### src/rtl/spc_pkg.sv
// Shared constants and types for the SPC return-stack controller.
// Pure definitions: no latency, no flow control.
package spc_pkg;
  localparam int SPC_AW = 5;
  localparam int SPC_DW = 19;

  localparam logic [1:0] DBG_RD    = 2'b00;
  localparam logic [1:0] DBG_WR    = 2'b01;
  localparam logic [1:0] DBG_LDPTR = 2'b10;

  typedef enum logic [1:0] {IDLE, DECODE, RWAIT, ACK} spc_state_t;
endpackage

### src/rtl/spc_depth_trk.sv
// SPC stack depth counter with sticky overflow/underflow flags.
// Updates one cycle after upd/load; no backpressure, load has priority.
module spc_depth_trk #(
  parameter int AW = 5
) (
  input  logic          clk,
  input  logic          reset_n,
  input  logic          upd,
  input  logic          push,
  input  logic          load,
  input  logic [AW-1:0] load_val,
  output logic [AW:0]   depth,
  output logic          ovf,
  output logic          unf
);
  localparam logic [AW:0] FULL = {1'b1, {AW{1'b0}}};

  always_ff @(posedge clk or negedge reset_n) begin
    if (!reset_n) begin
      depth <= '0;
      ovf   <= 1'b0;
      unf   <= 1'b0;
    end else if (load) begin
      depth <= {1'b0, load_val};
      ovf   <= 1'b0;
      unf   <= 1'b0;
    end else if (upd) begin
      // Saturate at the bounds and latch the error instead of wrapping.
      if (push) begin
        if (depth == FULL) ovf <= 1'b1;
        else               depth <= depth + 1'b1;
      end else begin
        if (depth == '0) unf <= 1'b1;
        else             depth <= depth - 1'b1;
      end
    end
  end
endmodule

### src/rtl/spc_arb.sv
// SPC stack RAM/pointer arbiter: microsequencer push/pop vs. debug port; SPC_DEPTH_CHECK_EN adds depth tracking.
// Debug read acks 3 cycles after request, write/load/reserved 2; requests stall while not halted.
module spc_arb
  import spc_pkg::*;
#(
  parameter int AW = SPC_AW,
  parameter int DW = SPC_DW
) (
  input  logic          clk,
  input  logic          reset_n,
  input  logic          state_fetch,
  input  logic          spcnt,
  input  logic          spush,
  input  logic          srp,
  input  logic          swp,
  input  logic [DW-1:0] spcw,
  input  logic          halted,
  input  logic          dbg_req,
  input  logic [1:0]    dbg_op,
  input  logic [AW-1:0] dbg_adr,
  input  logic [DW-1:0] dbg_wdata,
  output logic          dbg_ack,
  output logic [DW-1:0] dbg_rdata,
  output logic [AW-1:0] ram_adr_a,
  output logic          ram_rden_a,
  input  logic [DW-1:0] ram_q_a,
  output logic [AW-1:0] ram_adr_b,
  output logic          ram_wren_b,
  output logic [DW-1:0] ram_data_b,
  output logic [AW-1:0] spcptr,
  output logic [AW:0]   spc_depth,
  output logic          spc_ovf,
  output logic          spc_unf
);
  spc_state_t state, state_nxt;
  logic       armed;
  logic       cpu_own;
  logic       ptr_upd;
  logic       ld_ptr;

  assign cpu_own = ~halted & (state == IDLE);
  assign ptr_upd = state_fetch & spcnt & (state == IDLE);
  assign ld_ptr  = (state == DECODE) & (dbg_op == DBG_LDPTR);
  assign dbg_ack = (state == ACK);

  always_ff @(posedge clk or negedge reset_n) begin
    if (!reset_n) state <= IDLE;
    else          state <= state_nxt;
  end

  always_comb begin
    state_nxt  = state;
    ram_adr_a  = spcptr;
    ram_rden_a = cpu_own & srp & ~swp;
    ram_adr_b  = (spcnt & spush) ? spcptr + 1'b1 : spcptr;
    ram_wren_b = cpu_own & swp;
    ram_data_b = spcw;
    case (state)
      IDLE: if (dbg_req & halted & armed) state_nxt = DECODE;
      DECODE: begin
        state_nxt = (dbg_op == DBG_RD) ? RWAIT : ACK;
        if (dbg_op == DBG_RD) begin
          ram_adr_a  = dbg_adr;
          ram_rden_a = 1'b1;
        end else if (dbg_op == DBG_WR) begin
          ram_adr_b  = dbg_adr;
          ram_data_b = dbg_wdata;
          ram_wren_b = 1'b1;
        end
      end
      RWAIT:   state_nxt = ACK;
      ACK:     state_nxt = IDLE;
      default: state_nxt = IDLE;
    endcase
  end

  // A request still high at the end of its own ack must drop before it is served again.
  always_ff @(posedge clk or negedge reset_n) begin
    if (!reset_n)          armed <= 1'b1;
    else if (state == ACK) armed <= ~dbg_req;
    else if (!dbg_req)     armed <= 1'b1;
  end

  always_ff @(posedge clk or negedge reset_n) begin
    if (!reset_n)     spcptr <= '0;
    else if (ld_ptr)  spcptr <= dbg_adr;
    else if (ptr_upd) spcptr <= spush ? spcptr + 1'b1 : spcptr - 1'b1;
  end

  always_ff @(posedge clk or negedge reset_n) begin
    if (!reset_n)            dbg_rdata <= '0;
    else if (state == RWAIT) dbg_rdata <= ram_q_a;
  end

`ifdef SPC_DEPTH_CHECK_EN
  spc_depth_trk #(.AW(AW)) u_depth_trk (
    .clk      (clk),
    .reset_n  (reset_n),
    .upd      (ptr_upd),
    .push     (spush),
    .load     (ld_ptr),
    .load_val (dbg_adr),
    .depth    (spc_depth),
    .ovf      (spc_ovf),
    .unf      (spc_unf)
  );
`else
  assign spc_depth = '0;
  assign spc_ovf   = 1'b0;
  assign spc_unf   = 1'b0;
`endif
endmodule
### config.mk
export PLATFORM = sky130hd
export DESIGN_NAME = spc_arb
export DESIGN_NICKNAME = d
export VERILOG_FILES = /design/src/rtl/spc_pkg.sv /design/src/rtl/spc_depth_trk.sv /design/src/rtl/spc_arb.sv
export SDC_FILE = /design/constraint.sdc
export NUM_CORES = 1
export LEC_CHECK = 0
export ABC_AREA = 0
export CORE_MARGIN = 2
export CORE_UTILIZATION = 30
export CTS_CLUSTER_DIAMETER = 100
export DETAILED_ROUTE_END_ITERATION = 10
export PLACE_DENSITY = 0.77
export REMOVE_ABC_BUFFERS = 1
export SLEW_MARGIN = 10
export SYNTH_ARGS = -nofsm -noshare
export SYNTH_HDL_FRONTEND = slang
export SYNTH_HIERARCHICAL = 1
export SYNTH_SLANG_ARGS = --single-unit
export TNS_END_PERCENT = 30
### constraint.sdc
create_clock -name clk -period 1.6 [get_ports clk]
set_input_delay 0.32 -clock clk [delete_from_list [all_inputs] [get_ports clk]]
set_output_delay 0.32 -clock clk [all_outputs]
set_load 0.01 [all_outputs]
After elaboration in Yosys (flattened, before gate mapping)
Index checks and enable logic that the tools add are counted.
{ "word_totals": {"regBits": 27, "inputBits": 73, "out_inout_bits": 64, "word_cells": 51} }
{ "op_classes": {"n_addsub": 2, "n_eq_ne": 7, "muxes": 22, "bitwise": 13, "n_reduce_logical": 3} }
{ "op_table": {"columns": ["cell", "count"], "rows": [
  ["19-bit two-way mux", 3],
  ["5-bit two-way mux", 9],
  ["1-bit bitwise AND", 10],
  ["1-bit two-way mux", 8],
  ["2-bit case mux with 4 select lines", 1],
  ["2-bit == test (second input constant)", 3],
  ["5-bit by 1-bit adder with 5-bit output (second input constant)", 1],
  ["5-bit by 1-bit subtractor with 5-bit output (second input constant)", 1],
  ["2-bit by 1-bit == test with 1-bit output (second input constant)", 2],
  ["2-bit zero test", 2],
  ["2-bit by 1-bit != test with 1-bit output (second input constant)", 2],
  ["1-bit NOT", 3],
  ["2-bit two-way mux", 1],
  ["2-bit nonzero test", 1]
]} }

Logic depth before layout (Yosys ltp)
{ "depth": {"ltp_word": 6, "ltp_mapped": 6, "ltp_nobuf": 6} }

Worst setup path after synthesis
OpenSTA, ideal clock, no wires.
{ "synth_timing": {"path_type": "reg-to-output", "start": "register state[1]", "end": "output port ram_adr_a[3]", "t_arrival_ps": 1427, "t_required_ps": 1280, "slack_ps": -147, "stages_incl_launch_ff": 5, "n_path_buf": 0, "cell_sequence": "dfrtp_1 > inv_1 > ha_1 > nor3b_2 > mux2_2"} }
{ "synth_between": {"elab_chain_cells": 2} }
{ "synth_rtl": {"columns": ["element", "line", "rtl"], "rows": [
  ["start, declared", "spc_arb.sv:35", "spc_state_t state, state_nxt;"],
  ["start signal, assigned", "spc_arb.sv:48", "else state <= state_nxt;"],
  ["2-bit by 1-bit == test with 1-bit output", "spc_arb.sv:58", "case (state)"],
  ["5-bit two-way mux", "spc_arb.sv:58", null],
  ["end, declared", "spc_arb.sv:24", "output logic [AW-1:0] ram_adr_a,"]
]} }
No other way between the ends.

Final worst setup path
{ "layout_timing": {"start": "input port dbg_op[0]", "end": "output port ram_data_b[5]"} }
{ "layout_between": {"elab_chain_cells": 4, "elab_cells_between_ends": 5, "cone_classes": "1 x eq/ne; 3 x mux; 1 x reduce/logical"} }
{ "layout_rtl": {"columns": ["element", "line", "rtl"], "rows": [
  ["start, declared", "spc_arb.sv:19", "input logic [1:0] dbg_op,"],
  ["2-bit by 1-bit == test with 1-bit output", "spc_arb.sv:65", "end else if (dbg_op == DBG_WR) begin"],
  ["19-bit two-way mux", "spc_arb.sv:65", null],
  ["19-bit two-way mux *", "spc_arb.sv:62", "if (dbg_op == DBG_RD) begin"],
  ["19-bit two-way mux *", "spc_arb.sv:58", null],
  ["end, declared", "spc_arb.sv:29", "output logic [DW-1:0] ram_data_b,"]
]} }
Every way passes the cells marked *; elsewhere a longest branch is shown, timed or not.

==> results by group <==
Outcome
  • Outcome: finished with violations
  • Violated checks: negative setup slack

Worst setup path
  • Origin of the worst setup path: dbg_op[0]
  • CP bufs+invs: 4
  • Delay-heaviest family, CP: buffers and inverters
  • Worst EP required: 1280 ps
  • Crit Reg-Reg Startpoint: spcptr[2]
  • Worst r2r path cells: 6
  • FF-to-FF setup slack: -140 ps
  • CP Launch Type: input pin
  • Cell count along the critical path: 6
  • CP dominant cell by count: buf_6
  • Worst path slowest cell: clkdlybuf4s50_1
  • Kind of critical path: in2out
  • Cells along the critical path: clkdlybuf4s50_1, nand3b_1, buf_6, buf_16, mux2_4, buf_6
  • Critical Path Fanout Max: 7
  • CP Capture Type: output pin
  • Arrival time worst endpoint: 1790 ps
  • Delay of the slowest cell on the worst path: 560 ps
  • FF-to-FF End: spcptr[4]
  • Critical Path Sink: ram_data_b[5]

Cells and area
  • Area delta synth->final: 106.7%
  • Finished Layout Cells: around 400
  • Layout cell share with drive strength beyond 1: 41.52%
  • Final core occ: between 60% and 70%
  • Final nets: about 410
  • ANT cells: 0
  • Final Instance Area: roughly 0.0036 mm^2

Power
  • Max rail drop VDD: just over 0.8 mV
  • Power Dens Cells: 1443 mW/mm^2
  • P_leak: between 1.5 and 2 nW

Drt
  • Routed wire per std cell: ~14 um
  • DR DRC count: 0
  • Routed vias/inst: 4.475
  • Initial DRC Count: 33
  • 1st-pass router iterations: 4
  • Final WL: approximately 5700 um
  • ANT nets after route: 0
  • Vias after detailed routing: roughly 1800

Floorplan
  • Row count: 27
  • Die Ht: a little over 80 um
  • Core Area: about 0.0056 mm^2
  • Initial Utilization: about a third
  • Die footprint: 0.006466 mm^2
  • Die W: 80.41 um
  • IO Count: 137

Global routing
  • Grt total ovfl: 0
  • Largest net degree at the start of global routing: 28
  • Vias in the first global route: between 1500 and 2000
  • First-pass GRT wire length: around 8800 um
  • Overall Global Routing Usage: roughly 17%
  • Initial antenna violation count: 0

Clocking
  • H-tree levels: 1
  • Root buffer selected by CTS: clkbuf_8
  • Clock transition at path regs: about 90 ps
  • CTS Sinks: 27
  • Max clock buf depth: 2
  • CTS tree: built
  • CTS Buf Count: 3
  • Post-CTS Hold Fix Bufs: 0
  • Skew-Pair Late Insertion Delay: between 200 and 300 ps

Placement
  • GP Congestion: just under 0.8
  • # port buffers: 128
  • Post-placement cell count: 385
  • DP Worst Slack: -759.4 ps
  • Placed cell area: around 0.0033 mm^2
  • Placed wire-length estimate: slightly above 4000 um

Worst hold path
  • Hold Path Class: in2async

STA
  • Max-slew violation count: 0
  • RSZ-0062 raised after global routing: true
  • FMAX: about 470 MHz
  • Final Setup Violations: 33
  • Final hold violations: 0
  • Setup ws final: -506.3 ps
  • Clock skew: approximately 1.2 ps
  • Crit path time final: ~2100 ps
  • Period utilisation layout: 131.6%

Synthesis
  • Yosys reg bits: 27
  • Netlist cell types: 31
  • Synthesized-area fraction occupied by and/or/nand/nor cells: a little under an eighth
  • Seq/Total Area, Yosys: between 30% and 40%
  • Avg Cell Area, Syn: between 10 and 15 um^2
  • Main synth FF type: dfrtp_1
  • Asr flop ratio synth: 100.0%
  • Synthesized area: 0.001752 mm^2
  • Synth Area in XOR/XNOR: roughly 4.5%
  • Number of synthesized flops with an enable pin: 0
  • Adder-Cell Fraction of Synth Area: 5.000%
  • Synth Area in Compound Gates: roughly 6.1%
  • Synth Warn #: 6
  • Mux contribution to synthesized area: between 20% and 30%
  • Synth Instances: ~160
  • Largest family of logic cells by synthesized area: multiplexers

Run
  • Number of max-cap violations: 0
worst min path at each step:
stage / cells after the start / end / start / slack (ps)
2_1_floorplan: 0 / dbg_rdata[0] / reset_n / 20
3_3_place_gp: 2 / armed / armed / 470
3_5_place_dp: 2 / armed / armed / 480
4_1_cts: 2 / dbg_rdata[6] / reset_n / 420
5_1_grt: 2 / dbg_rdata[5] / reset_n / 470
6_report: 2 / dbg_rdata[9] / reset_n / 410
layer usage:
| layer | share of wire, % | wire (um) | vias to the layer above | track usage [%] |
|---|---|---|---|---|
| met5 | 0 | 0 | - | 0 |
| met4 | 0.12 | 7 | 0 | 1.017 |
| met3 | 4.2 | 241 | 2 | 3.034 |
| met2 | 55 | 3104 | 50 | 31.75 |
| met1 | 41 | 2333 | 857 | 21.42 |
| li1 | - | - | 890 | - |
cell usage after synthesis (2+ instances only):
master    count  area share, %
dfrtp_1      26             37
mux2_2       37             24
a21oi_1      12            3.4
nand3b_1      3            1.3
xor2_1        4            2.0
ha_1          7            5.0
buf_2         4            1.1
mux2_1        4            2.6
mux2i_1       2            1.1
xnor2_1       5            2.5
nor2_1       13            2.8
o21ai_0       6            1.7
inv_1         5            1.1
nand2_1       8            1.7
clkbuf_1      2           0.43
nand3_1       2           0.57
buf_4         8            3.4
final cells by class:
type,count,area [um^2]
Clock inverter,1,5.005
Tap cell,72,90.09
Sequential cell,27,676.9
Inverter,5,18.77
Multi-Input combinational cell,122,1082
Fill cell,461,1953
Clock buffer,3,41.29
Timing Repair Buffer,172,1707
sequential cells by signal, summed over array words and instances, names as in the netlist:
| name | flops |
|---|---|
| armed | 1 |
| dbg_rdata | 19 |
| spcptr | 5 |
| state | 2 |
power by group:
part	internal, mW	switching (mW)
registers	1.04	0.204
logic	2.19	1.41
clock network	0.174	0.204
total	3.41	1.82
per-stage QoR:
stage | hold WS, ps | setup TNS, ps | power (mW)
floorplan | 24.41 | -14470 | 2.668
CTS | 417.6 | -14530 | 5.131
global route | 466.5 | -17020 | 5.612
global placement | 473.7 | -21710 | 4.543
detailed placement | 482.8 | -22740 | 4.618
finish | 411.0 | -13970 | 5.227
cell usage in the layout, fill, tap and decap left out, drive strengths merged, types with 2 or more instances in the layout:
cell / synthesis / layout
nor2: 13 / 13
nand3b: 3 / 3
nand3: 3 / 3
xnor2: 5 / 5
nand2: 8 / 8
o21ai: 6 / 6
mux2: 41 / 41
conb: 1 / 8
dfrtp: 26 / 26
mux2i: 2 / 2
clkdlybuf4s50: 0 / 91
dlygate4sd2: 0 / 3
ha: 7 / 7
xor2: 4 / 4
buf: 13 / 77
clkbuf: 2 / 3
a21oi: 13 / 13
inv: 5 / 5
kinds of logic (layout without fill, tap and decap cells):
group,Yosys count,count (layout)
mux,43,43
simple gates,35,35
flops,27,27
compound gates,20,20
buf+inv,20,181
xor+xnor,9,9
fa+ha+maj,7,7
other cells,1,8
repair_timing:
item	CTS	global route
resized for setup	173	20
setup buffers	9	3
endpoints found under the setup margin	37	54
cloned	3	0
pin swaps	4	1
Note: power is estimated with default switching activity, not from simulation.
